$ cat src/rtl/mult_16_pkg.sv
// Shared constants for the 16-bit shift-add multiplier datapath.
package mult_16_pkg;

  localparam int WIDTH     = 16;
  localparam int CNT_W     = 5;
  localparam int ACC_W     = 2 * WIDTH + 1;
  localparam int CNT_DONE  = WIDTH + 1;
  localparam int CNT_START = 0;

endpackage

$ cat src/rtl/mult_add_16.sv
// Combinational adder for the multiplier: zero-extends both operands so the
// carry out is kept as the top bit of the sum.
module mult_add_16
  import mult_16_pkg::*;
#(
  parameter int W = WIDTH
) (
  input  logic [W-1:0] a,
  input  logic [W-1:0] b,
  output logic [W:0]   sum
);

  assign sum = {1'b0, a} + {1'b0, b};

endmodule

$ cat src/rtl/mult_dp_16.sv
// Datapath of the 16-bit shift-add multiplier: multiplicand register,
// accumulator/shift register and iteration counter. Optional ovf output is
// enabled by defining MULT_DP_OVF_EN.
module mult_dp_16
  import mult_16_pkg::*;
#(
  parameter int WIDTH = mult_16_pkg::WIDTH,
  parameter int CNT_W = mult_16_pkg::CNT_W
) (
  input  logic               clk,
  input  logic               reset,
  input  logic [WIDTH-1:0]   multiplicand_in,
  input  logic [WIDTH-1:0]   multiplier_in,
  input  logic               wr_shift_reg,
  input  logic               sl_shift,
  input  logic               wr_counter,
  input  logic               rt_shift_reg,
  input  logic               rt_counter,
  input  logic               rt_multiplicand,
  output logic [CNT_W-1:0]   counter,
`ifdef MULT_DP_OVF_EN
  output logic               ovf,
`endif
  output logic               ls_bit,
  output logic [2*WIDTH-1:0] product
);

  localparam int AW = 2 * WIDTH + 1;

  logic [AW-1:0]    acc_reg;
  logic [AW-1:0]    acc_next;
  logic [WIDTH-1:0] mcand_reg;
  logic [CNT_W-1:0] cnt_reg;
  logic [CNT_W-1:0] cnt_next;
  logic [WIDTH:0]   sum;

  mult_add_16 #(
    .W(WIDTH)
  ) u_add (
    .a  (acc_reg[2*WIDTH-1:WIDTH]),
    .b  (mcand_reg),
    .sum(sum)
  );

  // Add and shift share one edge: the carry in sum[WIDTH] lands in hi[MSB].
  always_comb begin
    acc_next = acc_reg;
    if (rt_shift_reg) begin
      acc_next = {{(WIDTH+1){1'b0}}, multiplier_in};
    end else if (wr_shift_reg && sl_shift) begin
      acc_next = {1'b0, sum, acc_reg[WIDTH-1:1]};
    end else if (sl_shift) begin
      acc_next = {1'b0, acc_reg[AW-1:1]};
    end else if (wr_shift_reg) begin
      acc_next = {sum, acc_reg[WIDTH-1:0]};
    end
  end

  always_comb begin
    cnt_next = cnt_reg;
    if (rt_counter) begin
      cnt_next = '0;
    end else if (wr_counter) begin
      cnt_next = cnt_reg + 1'b1;
    end
  end

  always_ff @(posedge clk or posedge reset) begin
    if (reset) begin
      acc_reg   <= '0;
      mcand_reg <= '0;
      cnt_reg   <= '0;
    end else begin
      acc_reg <= acc_next;
      cnt_reg <= cnt_next;
      if (rt_multiplicand) begin
        mcand_reg <= multiplicand_in;
      end
    end
  end

`ifdef MULT_DP_OVF_EN
  logic ovf_reg;

  always_ff @(posedge clk or posedge reset) begin
    if (reset) begin
      ovf_reg <= 1'b0;
    end else if (rt_shift_reg) begin
      ovf_reg <= 1'b0;
    end else begin
      ovf_reg <= |acc_next[2*WIDTH-1:WIDTH];
    end
  end

  assign ovf = ovf_reg;
`endif

  assign counter = cnt_reg;
  assign ls_bit  = acc_reg[0];
  assign product = acc_reg[2*WIDTH-1:0];

endmodule

$ cat config.mk
export PLATFORM = sky130hd
export DESIGN_NAME = mult_dp_16
export DESIGN_NICKNAME = d
export VERILOG_FILES = /design/src/rtl/mult_16_pkg.sv /design/src/rtl/mult_add_16.sv /design/src/rtl/mult_dp_16.sv
export SDC_FILE = /design/constraint.sdc
export NUM_CORES = 1
export LEC_CHECK = 0
export CORE_ASPECT_RATIO = 1.2
export CORE_MARGIN = 3
export CORE_UTILIZATION = 50
export CTS_CLUSTER_SIZE = 16
export DETAILED_ROUTE_END_ITERATION = 6
export MAX_ROUTING_LAYER = met4
export PLACE_DENSITY = 0.84
export SYNTH_ARGS = -nofsm -noshare
export SYNTH_HDL_FRONTEND = slang
export SYNTH_HIERARCHICAL = 1
export SYNTH_SLANG_ARGS = --single-unit
$ cat constraint.sdc
create_clock -name clk -period 2.7 [get_ports clk]
set_input_delay 0.27 -clock clk [delete_from_list [all_inputs] [get_ports clk]]
set_output_delay 0.27 -clock clk [all_outputs]
set_load 0.01 [all_outputs]
Yosys cells after proc, flatten, opt, wreduce, memory -nomap -nowiden:

Index checks and enable logic that the tools add are counted.

* register bits after elaboration: 54
* input bits: 40

* add/sub/neg operators: 2
* multiplexer cells: 6
* reductions and logical operators: 4

Operator list (number)
* $mux W33: 4
* $add A16 B16 Y17: 1
* $mux W5: 2
* $add A5 B1 Y5 const B: 1
* $reduce_bool A4 Y1: 1
* $reduce_bool A3 Y1: 1
* $reduce_bool A2 Y1: 1
* $logic_and A1 B1 Y1: 1

Longest topological paths before layout:

* depth after elaboration: 5
* depth in mapped cells: 9
* depth with buffers taken out: 9

By module:

Netlist, hierarchy kept.

By module, submodules not included
* mult_dp_16: times used 1, cells an instance 217, area each 2567.5 µm², seq. area each 1351.3 µm²
* mult_add_16: times used 1, cells an instance 97, area each 744.5 µm², seq. area each 0.0 µm²

Worst setup path after synthesis:

No wires, ideal clock.

* path type: reg2reg
* from: reg acc_reg[16]
* to: reg acc_reg[27]
* library setup time: 0.131 ns
* data arrival time: 2.150 ns
* required time: 2.569 ns
* setup slack: 0.419 ns
* stages on the path, launching flop included: 10
* buffers on the path: 0
* clock period less this slack: 2.281 ns
* path through: dfrtp_1 -> ha_1 -> fa_1 -> a21o_4 -> a311oi_2 -> o31ai_2 -> a21oi_2 -> xnor2_1 -> mux2i_1 -> o22ai_1

RTL lines
* start, declared: line mult_dp_16.sv:30 `logic [AW-1:0] acc_reg;`
* start signal, assigned: line mult_dp_16.sv:74 `acc_reg <= acc_next;`
* $add A16 B16 Y17: line mult_add_16.sv:13 `assign sum = {1'b0, a} + {1'b0, b};`
* named net sum[12]: line mult_dp_16.sv:35 `logic [WIDTH:0] sum;`
* $mux W33: line mult_dp_16.sv:50 `end else if (wr_shift_reg && sl_shift) begin`
* $mux W33: line mult_dp_16.sv:48 `if (rt_shift_reg) begin`

The timed path passes the listed nets, and every way through them passes these cells. The select of a mux whose other input is x is not followed.
A chain may end at the register's enable or synchronous reset.

Worst setup path in the final report:

* from: reg acc_reg[16]
* to: reg acc_reg[28]

* word-level cells in the longest chain between the ends: 5

Ends and longest elaborated chain
* $add A16 B16 Y17: line mult_add_16.sv:13
* named net sum[12]: line mult_dp_16.sv:35
* $mux W33: line mult_dp_16.sv:54 `end else if (wr_shift_reg) begin`
* $mux W33: line mult_dp_16.sv:52 `end else if (sl_shift) begin`
* $mux W33: line mult_dp_16.sv:50
* $mux W33: line mult_dp_16.sv:48

The timed path passes the listed nets, and every way through them passes these cells. The select of a mux whose other input is x is not followed.

==> flow_summary.json <==
{
  "status": "finished, final reports clean",
  "max-slew-margin-rel": 0.547,
  "setup_tns_ps": 0,
  "setup_viol": 0,
  "rows": 31,
  "fillers": 510,
  "netlist_area_um2": 3310,
  "power_frac_clock": 0.188,
  "yosysUniqueCellTypes": 43,
  "antenna_cells": 0,
  "synthToLayoutAreaGrowth_pct": 20.5,
  "tightestPinTransition_ps": 679,
  "syn_nets": 372,
  "largest_reg_flops": 33,
  "power_density_nw_per_um2": 632,
  "syn-mean-instance-area_um2": 10.5,
  "r2r_cells": 9,
  "critPathArrivalTime_ps": 2670,
  "fmax_mhz": 398,
  "grt_pass1_wl_um": 11300,
  "fin_crit_ps": 2510,
  "comb_power_share": 0.414,
  "path_depth": 9,
  "rsz0062_at_grt": "false",
  "critPathKind": "register to register",
  "post-synth-top-count-cell": "dfrtp_1",
  "synth_warnings": 6,
  "ys_seq_area_frac": 0.408,
  "die_y_um": 95.2,
  "cts_tree": "done",
  "async_flop_share": 1.00,
  "core_area_um2": 6240,
  "cp.required_ps": 2860,
  "skew_ps": 8.75,
  "drtIter0Drc": 103,
  "synthTopCellsByCount": "54 x dfrtp_1, 35 x buf_4, 33 x mux2i_1",
  "io_buffers": 77,
  "wire_per_inst_um": 15.5,
  "synthCells": 314,
  "hpwlAfterDp_um": 5180,
  "finalHoldViolations": 0,
  "clkSlewWorstSetupHoldPaths_ps": 100,
  "ir_worst_vdd_v": 0.000280,
  "grt.total_usage": 0.192,
  "grt_max_degree": 32,
  "switching_share": 0.347,
  "crit_slowest_cell": "fa_1",
  "crit_path_end_kind": "register",
  "drc": 0,
  "vias": 2451,
  "die_area_um2": 7640,
  "worstSetupStartpointType": "register",
  "io_pins": 78,
  "yosysTopAreaCell": "dfrtp_1",
  "synth_top_area_share": 0.408,
  "timing.hold.ws_ps": 326,
  "clock_sinks": 54,
  "crit_chain": "ha_1 -> fa_1 -> a21o_4 -> a311oi_2 -> o31ai_2 -> a21oi_2 -> xnor2_1 -> mux2i_1 -> o22ai_1",
  "synth_flop_cell": "dfrtp_1",
  "critPathMaxStageDelay_ps": 430,
  "die_w_um": 80.3,
  "period_share": 0.929,
  "netSwitchingPower_uw": 876,
  "leakagePower_uw": 0.00180,
  "hp-class": "primary input to async pin",
  "insertion_delay_ps": 310,
  "root_buffer": "clkbuf_8",
  "cts_resized": 0,
  "cts_buffer_depth": 2,
  "nets": 414,
  "drt_pass1_iterations": 4,
  "numCtsBuffers": 5,
  "internal_power_uw": 1650,
  "overflow": 0,
  "ant_nets": 0,
  "grt_pass1_vias": 2536,
  "post-cts-setup-buffers": 0,
  "place_area_um2": 3890,
  "cp_max_fo": 3,
  "h-tree-depth": 2,
  "cts-hold-fix-buffers": 0,
  "synth_seq_cells": 54,
  "cp_num_buf_inv": 0,
  "cp_top_family": "compound AO/OA/AOI/OAI gates",
  "drv_cap": 0,
  "final_max_slew_viol_count": 0,
  "pwr-share-seq": 0.398,
  "synth_area_leaders": "dfrtp_1 41%, mux2i_1 10%, buf_4 7.9%, ha_1 6.4%, mux2_2 5.4%",
  "routed_via_density": 5.58,
  "gp_routability_congestion": 0.904,
  "drive_above_1_share": 0.112,
  "fin_area_um2": 3990,
  "antenna_found_initial": 0,
  "wirelength_um": 6810,
  "start_util": 0.530,
  "synth_edf_count": 0
}
-- routing by layer --
metal | GRT usage | share of wire | vias up
met5 | - | 0 | -
met4 | 0.0606 | 0.014 | 0
met3 | 0.0482 | 0.057 | 12
met2 | 0.334 | 0.51 | 71
met1 | 0.215 | 0.42 | 1191
li1 | - | - | 1177
-- area by class of cell --
type                            count  area, um^2  area share
Timing Repair Buffer               83         816       0.204
Multi-Input combinational cell    208        1610       0.404
Sequential cell                    54        1350       0.339
Tap cell                           82         103      0.0257
Clock buffer                        6        82.6      0.0207
Clock inverter                      2        12.5     0.00314
Inverter                            4        15.0     0.00376
-- power by group through the flow --
stage | registers (uW) | logic (uW) | clock network (uW)
floorplan | 992 | 804 | 0
global placement | 1010 | 1010 | 0
detailed placement | 1020 | 1030 | 0
CTS | 1010 | 1040 | 491
global route | 1020 | 1150 | 521
finish | 1000 | 1040 | 475
-- final timing paths --
check	from	end	slack (ps)
max	acc_reg[16]	acc_reg[28]	190
min	reset	acc_reg[10]	330
max reg2reg	acc_reg[16]	acc_reg[28]	190
min reg2reg	mcand_reg[9]	mcand_reg[9]	520
max in group asynchronous	reset	acc_reg[19]	1750
min in group clk	multiplier_in[4]	acc_reg[4]	510
-- cells in the final DEF (no fill, tap or decap), types with 2 or more instances in the layout --
cell type / instances
clkdlybuf4s50_1: 77
dfrtp_1: 54
mux2i_1: 33
nand2_1: 23
o22ai_1: 19
o21ai_0: 19
ha_1: 17
mux2_2: 16
a21oi_1: 12
nor2_1: 11
xnor2_1: 8
clkbuf_8: 6
buf_4: 6
nand3_1: 6
xor2_1: 6
nand4_1: 4
inv_1: 3
a21o_1: 3
o21a_1: 3
nand2b_1: 2
nor2b_1: 2
mux2_1: 2
o31ai_2: 2
o22ai_2: 2
-- metrics by stage --
stage	cells	setup WS [ps]	util	total power, uW
after floorplan	314	419	-	1800
after global placement	431	291	0.623	2030
after detailed placement	431	226	0.623	2050
after CTS	439	203	0.638	2540
after global routing	439	46.5	0.639	2690
final	439	191	0.639	2520
-- cells by family (layout without fill, tap and decap cells) --
family | Yosys count | in the layout | share of synthesized area
muxes | 51 | 51 | 0.161
AOI/OAI and AO/OA | 73 | 73 | 0.145
and+or+nand+nor | 52 | 52 | 0.0710
DFF | 54 | 54 | 0.408
xor gates and xnor gates | 14 | 14 | 0.0370
buffers and inverters | 52 | 95 | 0.108
adders and majority gates | 18 | 18 | 0.0703
Power figures use the tool's default switching activity.
